### config.mk
export PLATFORM = sky130hd
export DESIGN_NAME = or_event_catcher_flat
export DESIGN_NICKNAME = d
export VERILOG_FILES = /design/src/rtl/or_event_catcher_if.sv /design/src/rtl/or_event_catcher.sv /design/src/flat_wrapper.sv
export SDC_FILE = /design/constraint.sdc
export NUM_CORES = 1
export LEC_CHECK = 0
export ABC_AREA = 1
export ABC_CLOCK_PERIOD_IN_PS = 1200
export BUFFER_PORTS_ARGS = -buffer_cell sky130_fd_sc_hd__buf_2
export CELL_PAD_IN_SITES_DETAIL_PLACEMENT = 1
export CELL_PAD_IN_SITES_GLOBAL_PLACEMENT = 2
export CORE_MARGIN = 2
export CORE_UTILIZATION = 28
export CTS_CLUSTER_SIZE = 12
export DETAILED_ROUTE_END_ITERATION = 10
export PLACE_DENSITY = 0.77
export SLEW_MARGIN = 30
export SYNTH_ARGS = -nofsm -noshare
export SYNTH_HDL_FRONTEND = slang
export SYNTH_SLANG_ARGS = --single-unit
### constraint.sdc
create_clock -name clk -period 1.2 [get_ports clk]
set_input_delay 0.18 -clock clk [delete_from_list [all_inputs] [get_ports clk]]
set_output_delay 0.18 -clock clk [all_outputs]
set_load 0.01 [all_outputs]
### src/rtl/or_event_catcher_if.sv
`default_nettype none
// ============================================================================
// Module      : or_event_catcher_if
// Description : Bus bundle between the OR-gate event catcher and the control
//               logic that consumes its request and event count.
// Revision    : 1.0 - initial release
// ============================================================================
interface or_event_catcher_if #(
  parameter int CNT_W = 8
);

  logic             y_in;      // raw OR-gate output, asynchronous to clk
  logic             ack;       // consumer acknowledge, synchronous
  logic             clr;       // synchronous clear of count and overflow
  logic             y_sync;    // last synchroniser stage
  logic             y_filt;    // debounced level
  logic             req;       // pending-event request
  logic [CNT_W-1:0] count;     // saturating count of accepted rising events
  logic             overflow;  // sticky saturation flag

  // Consumer / stimulus side
  modport master (
    output y_in,
    output ack,
    output clr,
    input  y_sync,
    input  y_filt,
    input  req,
    input  count,
    input  overflow
  );

  // Catcher side
  modport slave (
    input  y_in,
    input  ack,
    input  clr,
    output y_sync,
    output y_filt,
    output req,
    output count,
    output overflow
  );

endinterface
`default_nettype wire

### src/rtl/or_event_catcher.sv
`default_nettype none
// ============================================================================
// Module      : or_event_catcher
// Description : Synchronises and debounces the asynchronous OR-gate output,
//               turns each debounced rising edge into an event, holds a
//               level request until acknowledged and keeps a saturating
//               event count with a sticky overflow flag.
// Revision    : 1.0 - initial release
// ============================================================================
module or_event_catcher #(
  parameter int SYNC_STAGES = 2,  // synchroniser depth, 2..4
  parameter int FILT_LEN    = 3,  // equal samples needed to change y_filt, 1..15
  parameter int CNT_W       = 8   // event counter width, 2..16
) (
  input  wire logic         clk,
  input  wire logic         rst_n,
  or_event_catcher_if.slave bus
);

  // --------------------------------------------------------------------------
  // Constants
  // --------------------------------------------------------------------------
  localparam logic [1:0] c_LOW      = 2'd0;
  localparam logic [1:0] c_RISE_CHK = 2'd1;
  localparam logic [1:0] c_HIGH     = 2'd2;
  localparam logic [1:0] c_FALL_CHK = 2'd3;

  // Last count value before the filter accepts a new level
  localparam logic [3:0]       c_FC_LAST = 4'(FILT_LEN - 1);
  localparam logic [CNT_W-1:0] c_CNT_MAX = '1;
  localparam logic [CNT_W-1:0] c_CNT_ONE = CNT_W'(1);

  // --------------------------------------------------------------------------
  // Synchroniser
  // --------------------------------------------------------------------------
  logic [SYNC_STAGES-1:0] r_sync;
  logic [SYNC_STAGES-1:0] w_sync_d;
  logic                   w_ys;

  // Stage 0 samples the raw pin; every later stage samples its predecessor.
  assign w_sync_d[0] = bus.y_in;

  genvar gi;
  for (gi = 1; gi < SYNC_STAGES; gi++) begin : g_sync
    assign w_sync_d[gi] = r_sync[gi-1];
  end

  // Shift the asynchronous input through the synchroniser chain
  always_ff @(posedge clk or negedge rst_n) begin
    if (!rst_n) begin
      r_sync <= '0;
    end else begin
      r_sync <= w_sync_d;
    end
  end

  assign w_ys = r_sync[SYNC_STAGES-1];

  // --------------------------------------------------------------------------
  // Debounce filter FSM
  // --------------------------------------------------------------------------
  logic [1:0] r_state;
  logic [1:0] w_state_nxt;
  logic [3:0] r_fc;
  logic [3:0] w_fc_nxt;
  logic       r_filt;
  logic       w_filt_nxt;
  logic       w_event;

  // State register: filter state, run counter and the registered level
  always_ff @(posedge clk or negedge rst_n) begin
    if (!rst_n) begin
      r_state <= c_LOW;
      r_fc    <= 4'd0;
      r_filt  <= 1'b0;
    end else begin
      r_state <= w_state_nxt;
      r_fc    <= w_fc_nxt;
      r_filt  <= w_filt_nxt;
    end
  end

  // Next-state logic: count consecutive samples that disagree with y_filt
  always_comb begin
    w_state_nxt = r_state;
    w_fc_nxt    = r_fc;
    case (r_state)
      c_LOW: begin
        if (w_ys) begin
          if (FILT_LEN == 1) begin
            w_state_nxt = c_HIGH;
            w_fc_nxt    = 4'd0;
          end else begin
            w_state_nxt = c_RISE_CHK;
            w_fc_nxt    = 4'd1;
          end
        end else begin
          w_fc_nxt = 4'd0;
        end
      end
      c_RISE_CHK: begin
        if (!w_ys) begin
          // Run broken: the high pulse was a glitch
          w_state_nxt = c_LOW;
          w_fc_nxt    = 4'd0;
        end else if (r_fc == c_FC_LAST) begin
          w_state_nxt = c_HIGH;
          w_fc_nxt    = 4'd0;
        end else begin
          w_fc_nxt = r_fc + 4'd1;
        end
      end
      c_HIGH: begin
        if (!w_ys) begin
          if (FILT_LEN == 1) begin
            w_state_nxt = c_LOW;
            w_fc_nxt    = 4'd0;
          end else begin
            w_state_nxt = c_FALL_CHK;
            w_fc_nxt    = 4'd1;
          end
        end else begin
          w_fc_nxt = 4'd0;
        end
      end
      c_FALL_CHK: begin
        if (w_ys) begin
          // Run broken: the low pulse was a glitch
          w_state_nxt = c_HIGH;
          w_fc_nxt    = 4'd0;
        end else if (r_fc == c_FC_LAST) begin
          w_state_nxt = c_LOW;
          w_fc_nxt    = 4'd0;
        end else begin
          w_fc_nxt = r_fc + 4'd1;
        end
      end
      default: begin
        w_state_nxt = c_LOW;
        w_fc_nxt    = 4'd0;
      end
    endcase
  end

  // Output decode: an event is any transition from the low side into HIGH;
  // y_filt follows the side of the state being entered.
  always_comb begin
    w_event    = 1'b0;
    w_filt_nxt = 1'b0;
    if ((w_state_nxt == c_HIGH) &&
        ((r_state == c_LOW) || (r_state == c_RISE_CHK))) begin
      w_event = 1'b1;
    end
    if ((w_state_nxt == c_HIGH) || (w_state_nxt == c_FALL_CHK)) begin
      w_filt_nxt = 1'b1;
    end
  end

  // --------------------------------------------------------------------------
  // Request handshake
  // --------------------------------------------------------------------------
  logic r_req;

  // A new event always wins over a coincident acknowledge
  always_ff @(posedge clk or negedge rst_n) begin
    if (!rst_n) begin
      r_req <= 1'b0;
    end else if (w_event) begin
      r_req <= 1'b1;
    end else if (bus.ack) begin
      r_req <= 1'b0;
    end
  end

  // --------------------------------------------------------------------------
  // Saturating event counter and sticky overflow
  // --------------------------------------------------------------------------
  logic [CNT_W-1:0] r_cnt;
  logic             r_ovf;

  // Clear takes priority but still accepts an event on the same edge
  always_ff @(posedge clk or negedge rst_n) begin
    if (!rst_n) begin
      r_cnt <= '0;
      r_ovf <= 1'b0;
    end else if (bus.clr) begin
      r_cnt <= w_event ? c_CNT_ONE : '0;
      r_ovf <= 1'b0;
    end else if (w_event) begin
      if (r_cnt == c_CNT_MAX) begin
        r_ovf <= 1'b1;
      end else begin
        r_cnt <= r_cnt + c_CNT_ONE;
      end
    end
  end

  // --------------------------------------------------------------------------
  // Outputs
  // --------------------------------------------------------------------------
  assign bus.y_sync   = w_ys;
  assign bus.y_filt   = r_filt;
  assign bus.req      = r_req;
  assign bus.count    = r_cnt;
  assign bus.overflow = r_ovf;

endmodule
`default_nettype wire

### src/flat_wrapper.sv
// flat-port wrapper written by rule: the top's interface ports become plain ports
module or_event_catcher_flat 
#(
  parameter int SYNC_STAGES = 2,                             
  parameter int FILT_LEN    = 3,                                                 
  parameter int CNT_W       = 8                                
)
  (clk, rst_n, bus_y_in, bus_ack, bus_clr, bus_y_sync, bus_y_filt, bus_req, bus_count, bus_overflow);
  or_event_catcher_if #(.CNT_W(CNT_W)) bus_i ();
  input  wire logic clk;
  input  wire logic rst_n;
  input wire logic [$bits(bus_i.y_in)-1:0] bus_y_in;
  input wire logic [$bits(bus_i.ack)-1:0] bus_ack;
  input wire logic [$bits(bus_i.clr)-1:0] bus_clr;
  output wire logic [$bits(bus_i.y_sync)-1:0] bus_y_sync;
  output wire logic [$bits(bus_i.y_filt)-1:0] bus_y_filt;
  output wire logic [$bits(bus_i.req)-1:0] bus_req;
  output wire logic [$bits(bus_i.count)-1:0] bus_count;
  output wire logic [$bits(bus_i.overflow)-1:0] bus_overflow;
  assign bus_i.y_in = bus_y_in;
  assign bus_i.ack = bus_ack;
  assign bus_i.clr = bus_clr;
  assign bus_y_sync = bus_i.y_sync;
  assign bus_y_filt = bus_i.y_filt;
  assign bus_req = bus_i.req;
  assign bus_count = bus_i.count;
  assign bus_overflow = bus_i.overflow;
  or_event_catcher #(.SYNC_STAGES(SYNC_STAGES), .FILT_LEN(FILT_LEN), .CNT_W(CNT_W)) u_core (.clk(clk), .rst_n(rst_n), .bus(bus_i));
endmodule
==> key figures <==
Clock tree
  – TritonCTS clock tree: yes
  – CTS Buffer Depth: 2
  – Clock transition at path regs: 0.11 ns
  – CTS Root Cell: clkbuf_4
  – Clock latency on the worst-skew pair: 0.30 ns
  – H-tree level count: 1
  – CTS Buf Count: 3
  – CTS sink count: 19

Worst setup path
  – Req. time, crit path: 1.40 ns
  – Crit Path Max Fanout: 3
  – Type of the worst setup path: flop to flop
  – Critical Path AT: 1.49 ns
  – Setup crit start kind: flop
  – Nature of the critical path endpoint: flop

Synth
  – Seq/Total Area, Yosys: 0.489
  – Simple-Gate Fraction of Synth Area: 0.344
  – Synthesized instance count: 116
  – Flops & latches, synth: 19
  – Post-Syn Area: 972 sq um
  – Mean post-synth cell area: 8.38 sq um
  – Synth area leader: dfrtp_1
  – Dominant cells by area after synthesis: dfrtp_1, nand2_1, nand3_1, nor2_1, inv_1
  – Synth cell types: 19
  – Top cell type's share of synthesized area: 0.489
  – Synth warn: 0
  – Main combinational cell family by area after synthesis: simple AND/OR/NAND/NOR gates
  – Net count after synthesis: 124
  – Xor and xnor area share after synthesis: 0.0450
  – Post-synthesis mux area share: 0
  – Post-synthesis adder-cell area fraction: 0.0386
  – Synth Area in Compound Gates: 0.0335

Drt
  – 1st-pass router iterations: 4
  – Final wirelength: 2910 um
  – DRC viols: 0
  – Vias per cell: 4.58
  – DRT iter0 DRCs: 22
  – Post-DRT Antenna Nets: 0
  – Vias: 967
  – Wire per inst: 13.8 um

Run
  – Number of max-cap violations: 0

Final layout
  – FILL cells: 421
  – Nets: 174
  – Antenna Cells: 0
  – Area of the multi-input gates: 551 sq um
  – Sequential cell area: 479 sq um
  – Layout cells sized above 1: 0.448
  – Area Growth Syn to Fin: 56.4%
  – Post-layout util: 0.456
  – Post-route insts no fill: 211
  – Fin area: 0.00152 sq mm

Die
  – Chip width: 62.9 um
  – Row cnt: 21
  – DIE AREA: 0.00396 sq mm
  – Core area: 0.00334 sq mm
  – Die height: 62.9 um
  – Initial Util: 0.291
  – IO Pins: 17

Run status
  – Violated checks: setup timing
  – Outcome: finished with violations

Power
  – Pleak: 0.000740 uW
  – Maximum VDD drop: 0.336 mV
  – Pwr dens: 1050 mW/mm^2

Timing
  – Final worst path period need: 1.29 ns
  – Max Slew Vio Count: 0
  – Worst setup margin: -0.0889 ns
  – Worst clock skew: 0.00142 ns
  – Final hold violations: 0
  – Final setup viols: 10
  – Measured slew at the worst slew-check pin: 0.450 ns
  – Achievable clock frequency: 776 MHz
  – Max_slew headroom: 0.700
  – Tcrit/Tclk final: 1.07
  – RSZ-0062 raised after global routing: true

Worst hold path
  – HP Class: input port to flop

Placed design
  – Port Buffers: 16
  – # placed instances: 199
  – Worst slack, placed: -0.167 ns
  – HPWL after DPL: 2020 um
  – RePlAce Congestion: 0.782
  – Placed cell area: 0.00130 sq mm

GRT
  – First-pass GRT wire length: 4590 um
  – Aggregate global routing overflow: 0
  – Initial antenna violation count: 0
  – Largest net degree at the start of global routing: 20
  – GRT Total Usage: 0.150
  – Vias in the first global route: 1045
## path summary, 6_finish.rpt
kind	cells past startpoint	to	from	slack [ns]
worst max-delay path	7	u_core.bus.count[4]$_DFFE_PN0P_	u_core.bus.count[1]$_DFFE_PN0P_	-0.09
worst min-delay path	2	u_core.bus.req$_DFFE_PN0P_	bus_ack	0.04
worst max register to register	7	u_core.bus.count[4]$_DFFE_PN0P_	u_core.bus.count[1]$_DFFE_PN0P_	-0.09
worst min register to register	0	u_core.r_sync[1]$_DFF_PN0_	u_core.r_sync[0]$_DFF_PN0_	0.36
max in group asynchronous	2	u_core.bus.count[1]$_DFFE_PN0P_	rst_n	0.52
min in group asynchronous	2	u_core.r_fc[3]$_DFF_PN0_	rst_n	0.35
## cells in the final DEF (no fill, tap or decap), drive strengths merged
| master | n |
|---|---|
| a21oi | 2 |
| buf | 44 |
| clkbuf | 4 |
| dfrtp | 19 |
| dlygate4sd3 | 2 |
| ha | 3 |
| inv | 12 |
| nand2 | 31 |
| nand3 | 18 |
| nand4 | 1 |
| nor2 | 17 |
| nor3 | 3 |
| o211ai | 1 |
| o21ai | 3 |
| xnor2 | 2 |
| xor2 | 3 |
## critical path: stages (launching register included)
cell	delay, ns
dfrtp_2	0.44
ha_4	0.18
nand3_4	0.11
buf_4	0.13
xor2_1	0.15
nor2_1	0.08
nand2_2	0.07
nand2_1	0.04
## synth_stat cells (all sizes together)
cell	n
a21oi	2
clkbuf	1
dfrtp	19
ha	3
inv	12
nand2	31
nand3	18
nand4	1
nor2	17
nor3	3
o211ai	1
o21ai	3
xnor2	2
xor2	3
## report_power, final
group          switching, uW  internal (uW)  leakage [uW]
Combinational            254            222      0.000476
Sequential              63.3            719      0.000249
Clock                    202            129     0.0000150
Total                    520           1070      0.000740
## layer usage
metal  up-vias  wire [um]  share of wire  GRT usage
met2        19       1390           0.48      0.262
li1        471          -              -          -
met5         -          0              0          0
met4         0         54          0.019     0.0750
met3         6        107          0.037     0.0270
met1       471       1350           0.47      0.176
## cells by family after synthesis
group / Yosys count
AND/OR/NAND/NOR: 70
flip-flops: 19
buffers and inverters: 13
AO/OA/AOI/OAI: 6
XOR/XNOR: 5
adder cells (fa/ha/maj): 3
## cell type report
cell class	count	area share
tap	46	0.0379
multi-input combinational	84	0.362
inverter	12	0.0296
clock buffer	4	0.0173
sequential	19	0.315
timing repair buffer	46	0.238
## state kept, by name (all words and copies together) (netlist names)
signal	cells
u_core.bus.count	8
u_core.r_fc	4
u_core.r_state	2
u_core.r_sync	2
u_core.bus.overflow	1
u_core.bus.req	1
u_core.bus.y_filt	1
## timing repair
item / in CTS / in global routing
buffers inserted: 5 / 3
cloned: 0 / 0
endpoints found under the hold margin: 20 / 0
endpoints found under the setup margin: 13 / 22
pin swaps: 12 / 6
gates resized for setup: 17 / 15
hold buffers: 2 / 0
## through the flow
| step | setup TNS [ns] | hold slack [ns] | power, uW |
|---|---|---|---|
| floorplan | -0.200 | -0.116 | 957 |
| global placement | -0.349 | 0.160 | 1130 |
| detailed placement | -0.977 | 0.159 | 1160 |
| CTS | -0.808 | 0.0320 | 1550 |
| global route | -1.59 | 0.0128 | 1720 |
| finish | -0.534 | 0.0429 | 1590 |
No activity file was read; power rests on OpenSTA's default activity.
